===== src/rtl/uart_tx_arbiter.sv =====
// uart_tx_arbiter
// ---------------
// Round-robin arbiter that lets NUM_REQ byte producers share one UART
// transmitter. A one-hot FSM (IDLE -> SEND -> WAIT) accepts one byte. It pulses
// tx_send for that byte, then holds the byte until the transmitter returns
// tx_done. The requester searched first is the one after the last requester
// served.
//
// Optional feature: define UART_TX_ARB_TIMEOUT_EN to bound WAIT to
// TIMEOUT_CYCLES clocks. On expiry timeout_err pulses and the arbiter returns
// to IDLE. Without the macro no counter exists and timeout_err is tied low.
//
// Ports
//   clk          system clock, all logic on rising edge
//   rst          asynchronous, active-low reset
//   req_valid    [NUM_REQ]    requester i offers a byte
//   req_data     [NUM_REQ*8]  byte of requester i in bits [8i+7:8i]
//   req_ready    [NUM_REQ]    combinational one-hot accept (IDLE only)
//   tx_send      one-cycle start pulse to the transmitter
//   tx_data      byte being transmitted, stable from tx_send to tx_done
//   tx_done      one-cycle completion pulse from the transmitter
//   grant_id     index of the requester owning the transmitter
//   busy         high in SEND and WAIT
//   timeout_err  one-cycle pulse when WAIT is aborted
module uart_tx_arbiter #(
    parameter int NUM_REQ        = 4,
    parameter int TIMEOUT_CYCLES = 8192
) (
    input  logic                       clk,
    input  logic                       rst,
    input  logic [NUM_REQ-1:0]         req_valid,
    input  logic [NUM_REQ*8-1:0]       req_data,
    output logic [NUM_REQ-1:0]         req_ready,
    output logic                       tx_send,
    output logic [7:0]                 tx_data,
    input  logic                       tx_done,
    output logic [$clog2(NUM_REQ)-1:0] grant_id,
    output logic                       busy,
    output logic                       timeout_err
);

    localparam int GW = $clog2(NUM_REQ);

    typedef enum logic [2:0] {
        IDLE = 3'b001,
        SEND = 3'b010,
        WAIT = 3'b100
    } state_t;

    state_t        state_r;
    state_t        state_s;
    logic [GW-1:0] last_grant_r;
    logic [GW-1:0] grant_r;
    logic [7:0]    tx_data_r;
    logic          tx_send_r;
    logic          busy_r;
    logic [GW-1:0] win_s;
    logic [7:0]    win_data_s;
    logic          found_s;
    logic [GW:0]   sum_s;
    logic [GW-1:0] idx_s;
    logic          any_valid_s;
    logic          transfer_s;
    logic          done_s;
    logic          abort_s;
    logic          timeout_hit_s;

    assign any_valid_s = |req_valid;

    // Round-robin search starting just after the last requester served
    always_comb begin
        win_s      = {GW{1'b0}};
        win_data_s = 8'h00;
        found_s    = 1'b0;
        sum_s      = {(GW+1){1'b0}};
        idx_s      = {GW{1'b0}};
        for (int k = 1; k <= NUM_REQ; k++) begin
            sum_s = {1'b0, last_grant_r} + (GW+1)'(k);
            // wrap from NUM_REQ-1 back to 0 (handles non power-of-two NUM_REQ)
            if (sum_s >= (GW+1)'(NUM_REQ)) begin
                sum_s = sum_s - (GW+1)'(NUM_REQ);
            end else begin
                sum_s = sum_s;
            end
            idx_s = sum_s[GW-1:0];
            if (!found_s && req_valid[idx_s]) begin
                found_s    = 1'b1;
                win_s      = idx_s;
                win_data_s = req_data[{idx_s, 3'b000} +: 8];
            end else begin
                found_s    = found_s;
            end
        end
    end

    // Accept strobe: only the winner, only in IDLE, never under reset
    always_comb begin
        req_ready = {NUM_REQ{1'b0}};
        if (rst && (state_r == IDLE) && any_valid_s) begin
            req_ready[win_s] = 1'b1;
        end else begin
            req_ready = {NUM_REQ{1'b0}};
        end
    end

`ifdef UART_TX_ARB_TIMEOUT_EN
    localparam int CW = $clog2(TIMEOUT_CYCLES + 1);

    logic [CW-1:0] wait_cnt_r;
    logic          timeout_err_r;

    // Counter is 0 on the first WAIT cycle, so the abort lands TIMEOUT_CYCLES
    // cycles after WAIT entry
    assign timeout_hit_s = (wait_cnt_r == CW'(TIMEOUT_CYCLES - 1));

    // WAIT-duration counter and abort pulse register
    always_ff @(posedge clk or negedge rst) begin
        if (!rst) begin
            wait_cnt_r    <= {CW{1'b0}};
            timeout_err_r <= 1'b0;
        end else begin
            timeout_err_r <= abort_s;
            if (state_r != WAIT) begin
                wait_cnt_r <= {CW{1'b0}};
            end else begin
                wait_cnt_r <= wait_cnt_r + CW'(1);
            end
        end
    end

    assign timeout_err = timeout_err_r;
`else
    assign timeout_hit_s = 1'b0;
    assign timeout_err   = 1'b0;
`endif

    // Next-state and transfer/completion decode
    always_comb begin
        state_s    = state_r;
        transfer_s = 1'b0;
        done_s     = 1'b0;
        abort_s    = 1'b0;
        case (state_r)
            IDLE: begin
                if (any_valid_s) begin
                    transfer_s = 1'b1;
                    state_s    = SEND;
                end else begin
                    state_s    = IDLE;
                end
            end
            SEND: begin
                state_s = WAIT;
            end
            WAIT: begin
                // tx_done wins over a simultaneous timeout
                if (tx_done) begin
                    done_s  = 1'b1;
                    state_s = IDLE;
                end else if (timeout_hit_s) begin
                    abort_s = 1'b1;
                    state_s = IDLE;
                end else begin
                    state_s = WAIT;
                end
            end
            default: begin
                state_s = IDLE;
            end
        endcase
    end

    // FSM state register
    always_ff @(posedge clk or negedge rst) begin
        if (!rst) begin
            state_r <= IDLE;
        end else begin
            state_r <= state_s;
        end
    end

    // Registered outputs and round-robin pointer
    always_ff @(posedge clk or negedge rst) begin
        if (!rst) begin
            tx_send_r    <= 1'b0;
            busy_r       <= 1'b0;
            tx_data_r    <= 8'h00;
            grant_r      <= {GW{1'b0}};
            last_grant_r <= GW'(NUM_REQ - 1);
        end else begin
            tx_send_r <= transfer_s;
            busy_r    <= (state_s != IDLE);
            if (transfer_s) begin
                tx_data_r <= win_data_s;
                grant_r   <= win_s;
            end else begin
                tx_data_r <= tx_data_r;
                grant_r   <= grant_r;
            end
            if (done_s || abort_s) begin
                last_grant_r <= grant_r;
            end else begin
                last_grant_r <= last_grant_r;
            end
        end
    end

    assign tx_send  = tx_send_r;
    assign tx_data  = tx_data_r;
    assign grant_id = grant_r;
    assign busy     = busy_r;

endmodule

===== config.mk =====
export PLATFORM = sky130hd
export DESIGN_NAME = uart_tx_arbiter
export DESIGN_NICKNAME = d
export VERILOG_FILES = /design/src/rtl/uart_tx_arbiter.sv
export SDC_FILE = /design/constraint.sdc
export NUM_CORES = 1
export LEC_CHECK = 0
export BUFFER_PORTS_ARGS = -buffer_cell sky130_fd_sc_hd__buf_2
export CAP_MARGIN = 10
export CELL_PAD_IN_SITES_DETAIL_PLACEMENT = 1
export CELL_PAD_IN_SITES_GLOBAL_PLACEMENT = 2
export CORE_ASPECT_RATIO = 0.6
export CORE_UTILIZATION = 32
export DETAILED_ROUTE_END_ITERATION = 6
export HOLD_SLACK_MARGIN = 0.1
export PLACE_DENSITY_LB_ADDON = 0.1
export SETUP_SLACK_MARGIN = 0.02
export SYNTH_ARGS = -nofsm -noshare
export SYNTH_HDL_FRONTEND = slang
export SYNTH_SLANG_ARGS = --single-unit

===== constraint.sdc =====
create_clock -name clk -period 2.7 [get_ports clk]
set_input_delay 0.54 -clock clk [delete_from_list [all_inputs] [get_ports clk]]
set_output_delay 0.54 -clock clk [all_outputs]
set_load 0.02 [all_outputs]

==> results of run 1 <==
-- per-stage QoR --
step	setup slack, ns	area, µm²	hold slack, ns	instances	util
global route	0.0342	2350	0.330	322	0.409
floorplan	0.117	1970	0.244	194	-
finish	0.150	2350	0.303	322	0.409
CTS	0.136	2340	0.306	322	0.407
global placement	0.175	2290	0.518	318	0.398
detailed placement	0.218	2290	0.534	318	0.398
-- power by group through the flow --
stage               clock network (mW)  registers [mW]  logic [mW]
detailed placement                   0           0.530        1.79
CTS                              0.230           0.527        1.79
global placement                     0           0.521        1.71
floorplan                            0           0.564        1.32
finish                           0.220           0.530        1.78
global route                     0.237           0.557        1.96
-- logic make-up (layout without fill, tap and decap cells) --
kind of cell,after synthesis,in the layout,synth area share
mux,46,46,0.395
simple gates,53,53,0.134
flops,16,16,0.205
compound gates,47,47,0.181
other cells,1,1,0.00191
buf+inv,31,79,0.0827
-- repair_timing --
item | 4_1_cts | 5_1_grt
endpoints found under the hold margin | 0 | 0
hold buffers | 0 | 0
resized for setup | 0 | 2
endpoints found under the setup margin | 0 | 2
-- final timing paths --
check / end / slack (ns)
setup / recovery: req_ready[2] / 0.15
hold / removal: state_r[1] / 0.30
setup reg to reg: tx_data[3] / 0.49
hold reg to reg: last_grant_r[1] / 0.54
max in group asynchronous: last_grant_r[1] / 2.14
min in group clk: last_grant_r[1] / 0.54
-- layout make-up --
class / instances / area (µm²) / share of cell area
repair buffers: 62 / 330 / 0.140
inverters: 13 / 48.8 / 0.0207
well taps: 80 / 100 / 0.0425
clock buffers: 4 / 55.1 / 0.0234
flip-flops and latches: 16 / 408 / 0.173
multi-input cells: 147 / 1410 / 0.600
-- cell usage after synthesis (2+ instances only) --
master     n  area share
nor2_1    16       0.031
nor3b_1    2      0.0076
nor3_1     4       0.010
a22oi_1    9       0.034
buf_2      7       0.018
dfstp_2    3       0.040
buf_6      2       0.011
dfrtp_1   13        0.17
mux2_2     3       0.017
o22ai_1    2      0.0064
buf_4      6       0.023
nand2_1   18       0.034
o31ai_1    8       0.031
inv_1     12       0.023
o21ai_1    9       0.023
a31oi_1    8       0.025
mux4_2    25        0.29
or3b_4     2       0.011
o221ai_1   2      0.0089
nand3b_1   2      0.0076
a21oi_1    2      0.0051
nand2b_1   3      0.0095
mux2i_1   18       0.092
clkbuf_1   3      0.0057
-- per-layer routing --
layer  vias up  wire, µm  track usage
met1       912      2670        0.296
li1        848         -            -
met5         -         0            0
met2        56      2920        0.313
met3         2       400       0.0268
met4         0        17       0.0423
-- flip-flops by register name, indices dropped and copies added (netlist names) --
signal	count
last_grant_r	2
busy	1
state_r	3
grant_id	2
tx_data	8
-- critical path: cells and delay by family (launching register included) --
kind	cells	cell delay, ns
buffers and inverters	2	0.27
AND/OR/NAND/NOR	2	0.35
flip-flops	1	0.72
AO/OA/AOI/OAI	2	0.42
==> metrics.yaml, run 1 <==
run_status:
  outcome: "completed"
yosys:
  synth_edf_count: 0
  async_flop_share: 1.00
  synthDistinctLibCells: 39
  syn-instance-count: 194
  synthesis.nets: 233
  avgSynthCellArea_um2: 10.1
  ys.flop_type: "dfrtp_1"
  ys_warn_count: 0
  synth-seq-area-share: 0.205
  synth_area_um2: 1970
  ys_ff_latch: 16
timing:
  setup_tns_ns: 0
  setup_violations: 0
  max_freq_ghz: 0.392
  finalClockSkew_ns: 0.00200
  period_share: 0.944
  rsz0062_at_grt: "false"
  relSlewSlack: 0.413
  report.final.slew_viol_count: 0
  worst_pin_slew_ns: 0.877
  finalCriticalPeriod_ns: 2.55
  hold_viol: 0
power:
  p_leak_nw: 0.970
  vdd_drop_max_mv: 0.427
  power_density_nw_per_um2: 1070
  p_sw_frac: 0.473
  clkPwrFrac: 0.087
  p_int_mw: 1.33
  power.switching_mw: 1.19
  p_total_mw: 2.53
  pwr-share-seq: 0.210
  p_comb_frac: 0.703
grt:
  grt_pass1_wl_mm: 9.84
  grt_max_degree: 25
  antenna_found_initial: 0
  grt-ovfl-total: 0
  first_global_vias: 1884
  grtUsageTotal: 0.201
route:
  first_pass_iters: 4
  drcViolationCount: 0
  drt_wl_total_mm: 6.01
  initialDrtViolationCount: 52
  vias: 1818
  ant_nets: 0
  viasPerCell: 5.65
  wl_per_cell_um: 18.7
setup_path:
  r2r-start: "last_grant_r[0]"
  slowest_delay_ns: 0.72
  crit_path_end_kind: "output pin"
  cp_cell_sequence: "nand2b_1 -> a21oi_1 -> a211oi_2 -> inv_2 -> nor3_1 -> buf_2"
  path_max_fanout: 17
  worst_setup_path_start_kind: "flip-flop"
  arrival_ns: 2.01
  required_ns: 2.16
  cp_slowest_cell: "dfstp_4"
  reg2reg_depth: 6
  critical_path.startpoint: "last_grant_r[0]"
  criticalPathCategory: "flip-flop to output pin"
floorplan:
  die_h_um: 62.7
  start_util: 0.342
  chipWidth_um: 103
  core_area_um2: 5750
  core.rowCount: 21
  die-area_um2: 6470
  pin_count: 56
cts:
  clkTransAtPathRegs_ns: 0.07
  cts_tree: "yes"
  numCtsBuffers: 3
  cts_setup_buffers: 0
  clk_latency_ns: 0.25
  htreeDepth: 1
  cts_root_buffer: "clkbuf_8"
  cts_buffer_depth: 2
  cts_sinks: 16
finish:
  area_growth_syn_to_layout_pct: 19.7
  drive_gt1_frac: 0.446
  antenna_cells: 0
  mostFrequentLayoutCell: "buf_2"
  final_cell_mix: "buf_2 (54), mux4_2 (25), nand2_1 (18), mux2i_1 (18), nor2_1 (16)"
  num-fill-cells: 679
  nNetsFinal: 282
place:
  dp_hpwl_mm: 4.66
  io_buffers: 54
  gp_congestion: 0.791
worst_hold_path:
  hp-class: "primary input to asynchronous set/reset pin"
run:
  maxCapViolCount: 0
(Power assumes the default switching activity.)
==> run 2, diff against run 1 <==
==> constraint.sdc (replaced) <==
create_clock -name clk -period 2.7 [get_ports clk]
set_input_delay 0.675 -clock clk [delete_from_list [all_inputs] [get_ports clk]]
set_output_delay 0.675 -clock clk [all_outputs]
set_load 0.02 [all_outputs]
==> run 2 against run 1 <==
  * Maximum frequency decreased by 1.7%
  * Highest routed layer unchanged
  * Final cell count up 1.2%
  * Combinational power rose by 4%
  * Clock power decreased by 3%
  * Critical endpoint unchanged
==> metrics.yaml, run 2 (synthesis gave the netlist of run 1 again) <==
timing:
  setup_violations: 0
  period_share: 0.961
  hold_viol: 0
  max_freq_ghz: 0.385
  whs_ns: 0.469
  finalClockSkew_ns: 0.00264
  setup_tns_ns: 0
  rsz0062_at_grt: "false"
  report.final.slew_viol_count: 0
  finalCriticalPeriod_ns: 2.60
  fin_ws_ns: 0.105
cts:
  cts_hold_buf: 0
  cts_root_buffer: "clkbuf_8"
  numCtsBuffers: 3
  cts_buffer_depth: 2
  cts_sinks: 16
  clkTransAtPathRegs_ns: 0.06
  htreeDepth: 1
  clk_latency_ns: 0.25
  cts_tree: "yes"
finish:
  num-fill-cells: 672
  final_cell_mix: "buf_2 (54), mux4_2 (25), nand2_1 (18), mux2i_1 (18), nor2_1 (16)"
  area_growth_syn_to_layout_pct: 21.9
  drive_gt1_frac: 0.459
  largest_reg_flops: 8
  postLayoutCoreUtil: 0.417
  antenna_cells: 0
  postLayoutCellArea_um2: 2400
  multi_input_area_um2: 1420
  nNetsFinal: 286
  layout.cells.non_filler: 326
  register_area_um2: 404
  mostFrequentLayoutCell: "buf_2"
route:
  ant_nets: 0
  vias: 1852
  viasPerCell: 5.68
  initialDrtViolationCount: 64
  drcViolationCount: 0
  wl_per_cell_um: 19.4
  first_pass_iters: 4
  drt_wl_total_mm: 6.33
grt:
  grtUsageTotal: 0.202
  grt_pass1_wl_mm: 9.89
  first_global_vias: 1931
  antenna_found_initial: 0
  grt-ovfl-total: 0
  grt_max_degree: 29
place:
  io_buffers: 54
  dp_hpwl_mm: 4.74
  post-place-cells: 321
  placed_area_um2: 2320
  dp_slack_ns: 0.0876
  gp_congestion: 0.884
setup_path:
  cpMostUsedCell: "buf_2"
  critical_path.startpoint: "req_valid[3]"
  r2r-start: "last_grant_r[1]"
  criticalPathCategory: "primary input to output pin"
  slowest_delay_ns: 0.42
  cp_cell_sequence: "buf_2 -> inv_1 -> o22ai_1 -> a211oi_2 -> inv_2 -> nor3_2 -> buf_2"
  required_ns: 2.03
  r2r_end: "tx_data[3]"
  reg2reg_setup_slack_ns: 0.40
  arrival_ns: 1.92
  worstSetupEndpoint: "req_ready[2]"
  cp_slowest_cell: "a211oi_2"
  path_max_fanout: 12
  crit_path_end_kind: "output pin"
  worst_setup_path_start_kind: "primary input"
  reg2reg_depth: 6
floorplan:
  chipWidth_um: 103
  core_area_um2: 5750
  start_util: 0.342
  core.rowCount: 21
  die_h_um: 62.7
  die-area_um2: 6470
  pin_count: 56
power:
  p_total_mw: 2.58
  p_leak_nw: 0.993
  vdd_drop_max_mv: 0.253
  power_density_nw_per_um2: 1080
worst_hold_path:
  hp-class: "primary input to asynchronous set/reset pin"
run_status:
  outcome: "completed"
run:
  maxCapViolCount: 0
[run 2: cell count changes in the layout (fill, tap and decap cells not counted), sizes merged]
cell,delta
buf,+4
[run 2: worst max-delay path: cells and delay by family]
kind	cells	cell delay, ns
AOI/OAI and AO/OA	2	0.51
and+or+nand+nor	1	0.17
buffers and inverters	4	0.57
[run 2: layer usage]
metal	global-route usage	vias up	routed length [µm]
li1	-	852	-
met1	0.278	937	2900
met2	0.343	56	3090
met3	0.0224	7	286
met4	0.0423	0	55
met5	0	-	0
[run 2: power by group]
group          total [mW]  internal, mW  switching, mW
Clock               0.214         0.129         0.0846
Sequential          0.523         0.384          0.139
Combinational        1.85         0.852          0.996
Total                2.58          1.36           1.22
[run 2: layout make-up]
cell class | instances | share of cell area
multi-input cells | 147 | 0.591
flip-flops and latches | 16 | 0.169
repair buffers | 66 | 0.156
well taps | 80 | 0.0418
clock buffers | 4 | 0.0230
inverters | 13 | 0.0204
[run 2: how the worst min path moves through the flow]
| stage | cells past startpoint | slack (ns) | end | from |
|---|---|---|---|---|
| 4_1_cts | 2 | 0.45 | tx_data[3] | rst |
| 5_1_grt | 2 | 0.47 | grant_id[1] | rst |
| 2_1_floorplan | 0 | 0.38 | busy | rst |
| 3_5_place_dp | 1 | 0.54 | last_grant_r[1] | grant_id[1] |
| 3_3_place_gp | 1 | 0.51 | state_r[2] | state_r[0] |
| 6_report | 2 | 0.47 | tx_data[0] | rst |
[run 2: timing repair]
item | in CTS | in global routing
buffers inserted | 0 | 1
setup endpoints to repair | 2 | 4
resized for setup | 1 | 3
pin swaps | 0 | 1
==> run 3, diff against run 2 <==
--- a/config.mk
+++ b/config.mk
@@ -5,13 +5,13 @@
 export SDC_FILE = /design/constraint.sdc
 export NUM_CORES = 1
 export LEC_CHECK = 0
-export BUFFER_PORTS_ARGS = -buffer_cell sky130_fd_sc_hd__buf_2
 export CAP_MARGIN = 10
 export CELL_PAD_IN_SITES_DETAIL_PLACEMENT = 1
 export CELL_PAD_IN_SITES_GLOBAL_PLACEMENT = 2
 export CORE_ASPECT_RATIO = 0.6
-export CORE_UTILIZATION = 32
+export CORE_UTILIZATION = 39
 export DETAILED_ROUTE_END_ITERATION = 6
+export DONT_BUFFER_PORTS = 1
 export HOLD_SLACK_MARGIN = 0.1
 export PLACE_DENSITY_LB_ADDON = 0.1
 export SETUP_SLACK_MARGIN = 0.02
==> run 3 against run 2 <==
  * Hold slack worse by 0.22 ns
  * Clock-buffer cell count stayed put
  * Register-to-register slack better by 0.08 ns
  * Setup slack better by 0.041 ns
  * Wire length is 5.9% lower
  * Final cell count is 21% lower
  * Sequential cell count stayed put
  * Clock skew is 0.0048 ns higher
  * Maximum frequency is 1.6% higher
  * Critical path depth is 1 lower
  * Non-clock buffer count is 52 lower
  * Core utilization is 3.2 points higher
  * Critical path type is now flip-flop to output pin
  * Largest cell class unchanged
  * Largest power group unchanged
  * Highest routed layer unchanged
==> metrics.yaml, run 3 (synthesis gave the netlist of run 1 again) <==
run_status:
  outcome: "completed"
setup_path:
  crit_family: "flip-flops"
  path_max_fanout: 23
  worst_setup_path_start_kind: "flip-flop"
  critical_path.startpoint: "last_grant_r[0]"
  r2r-start: "last_grant_r[1]"
  crit_path_end_kind: "output pin"
  cpMostUsedCell: "o221ai_1"
  cp_slowest_cell: "dfstp_2"
  criticalPathCategory: "flip-flop to output pin"
  slowest_delay_ns: 0.57
  required_ns: 2.03
  arrival_ns: 1.88
  cp_cell_sequence: "buf_6 -> o221ai_1 -> o221ai_1 -> nand3_1 -> nor2_1 -> buf_4"
  critPathBufInv: 2
cts:
  clkTransAtPathRegs_ns: 0.08
  clk_latency_ns: 0.26
  htreeDepth: 1
  cts_tree: "yes"
  cts_buffer_depth: 2
  cts_sinks: 16
  numCtsBuffers: 3
  cts_root_buffer: "clkbuf_8"
grt:
  grt_pass1_wl_mm: 9.62
  grtUsageTotal: 0.236
  grt-ovfl-total: 0
  first_global_vias: 1816
  grt_max_degree: 32
  antenna_found_initial: 0
floorplan:
  core_area_um2: 4710
  chipWidth_um: 93.7
  core.rowCount: 19
  die-area_um2: 5340
  pin_count: 56
  die_h_um: 57.0
  start_util: 0.418
route:
  viasPerCell: 6.61
  drcViolationCount: 0
  wl_per_cell_um: 23.2
  initialDrtViolationCount: 92
  drt_wl_total_mm: 5.96
  first_pass_iters: 4
  ant_nets: 0
  vias: 1700
power:
  vdd_drop_max_mv: 0.743
  p_int_mw: 1.26
  power_density_nw_per_um2: 1140
  p_comb_frac: 0.644
  p_leak_nw: 0.782
  power.switching_mw: 1.15
  p_sw_frac: 0.478
  pwr-share-seq: 0.262
  p_total_mw: 2.41
  clkPwrFrac: 0.095
finish:
  nNetsFinal: 234
  antenna_cells: 0
  area_growth_syn_to_layout_pct: 7.32
  final_cell_mix: "mux4_2 (25), nand2_1 (18), mux2i_1 (18)"
  drive_gt1_frac: 0.299
  num-fill-cells: 524
  layout.cells.non_filler: 257
  mostFrequentLayoutCell: "mux4_2"
  largest_reg_flops: 8
timing:
  hold_viol: 0
  worst_pin_slew_ns: 0.651
  report.final.slew_viol_count: 0
  finalCriticalPeriod_ns: 2.55
  rsz0062_at_grt: "false"
  max_freq_ghz: 0.391
  setup_tns_ns: 0
  period_share: 0.946
  finalClockSkew_ns: 0.00739
  relSlewSlack: 0.564
  setup_violations: 0
place:
  gp_congestion: 0.747
  io_buffers: 0
  dp_hpwl_mm: 4.35
  post-place-cells: 251
worst_hold_path:
  hp-class: "primary input to asynchronous set/reset pin"
run:
  maxCapViolCount: 0
run 3: changes by cell type in the layout (fill, tap and decap cells not counted), sizes merged:
cell | previous run | this run
buf | 66 | 12
dlygate4sd3 | 0 | 2
run 3: routing by layer:
layer  vias to the layer above  track usage  wire [µm]  share of wire
met5                         -            0          0              0
met4                         0       0.0571         80          0.013
met3                         8       0.0560        333          0.056
met2                        54        0.385       2890           0.49
met1                       892        0.322       2650           0.44
li1                        746            -          -              -
run 3: final cells by class:
class,count,area (µm²),area share
clock buffers,4,55.1,0.0261
inverters,13,48.8,0.0231
multi-input cells,147,1410,0.668
flip-flops and latches,16,404,0.191
well taps,63,78.8,0.0373
repair buffers,14,114,0.0539
run 3: power by group through the flow:
| stage | clock network [mW] | logic [mW] | registers [mW] |
|---|---|---|---|
| after floorplan | 0 | 1.33 | 0.564 |
| after global placement | 0 | 1.48 | 0.626 |
| after detailed placement | 0 | 1.55 | 0.633 |
| after CTS | 0.235 | 1.56 | 0.630 |
| after global routing | 0.242 | 1.70 | 0.647 |
| final | 0.228 | 1.55 | 0.631 |
run 3: stage by stage:
stage	hold slack [ns]	instance area [µm²]	setup WS [ns]	utilization
2_1_floorplan	0.379	1970	0.130	-
3_3_place_gp	0.380	2030	0.438	0.432
3_5_place_dp	0.380	2030	0.344	0.432
4_1_cts	0.101	2100	0.0737	0.446
5_1_grt	0.239	2110	0.0274	0.448
6_report	0.249	2110	0.145	0.448
run 3: worst paths after layout:
check | depth (start not counted) | end | slack, ns
worst max register to register | 6 | tx_data[7] | 0.48
worst min register to register | 1 | state_r[2] | 0.54
worst min-delay path | 0 | last_grant_r[0] | 0.25
min in group clk | 1 | state_r[2] | 0.54
max in group asynchronous | 1 | tx_data[5] | 1.68
worst max-delay path | 6 | req_ready[1] | 0.15
run 3: worst register-to-register path, cell delays in order, from the launching register on:
cell      delay (ns)
dfstp_2         0.68
buf_4           0.26
nand2b_1        0.14
a21oi_4         0.33
or2_1           0.39
o21ai_1         0.15
a31oi_1         0.19
run 3: what timing repair did:
item                                    in CTS  in global routing
resized for setup                            0                  1
setup buffers                                0                  0
endpoints found under the setup margin       0                  2
hold endpoints to repair                     6                  7
hold buffers                                 1                  1
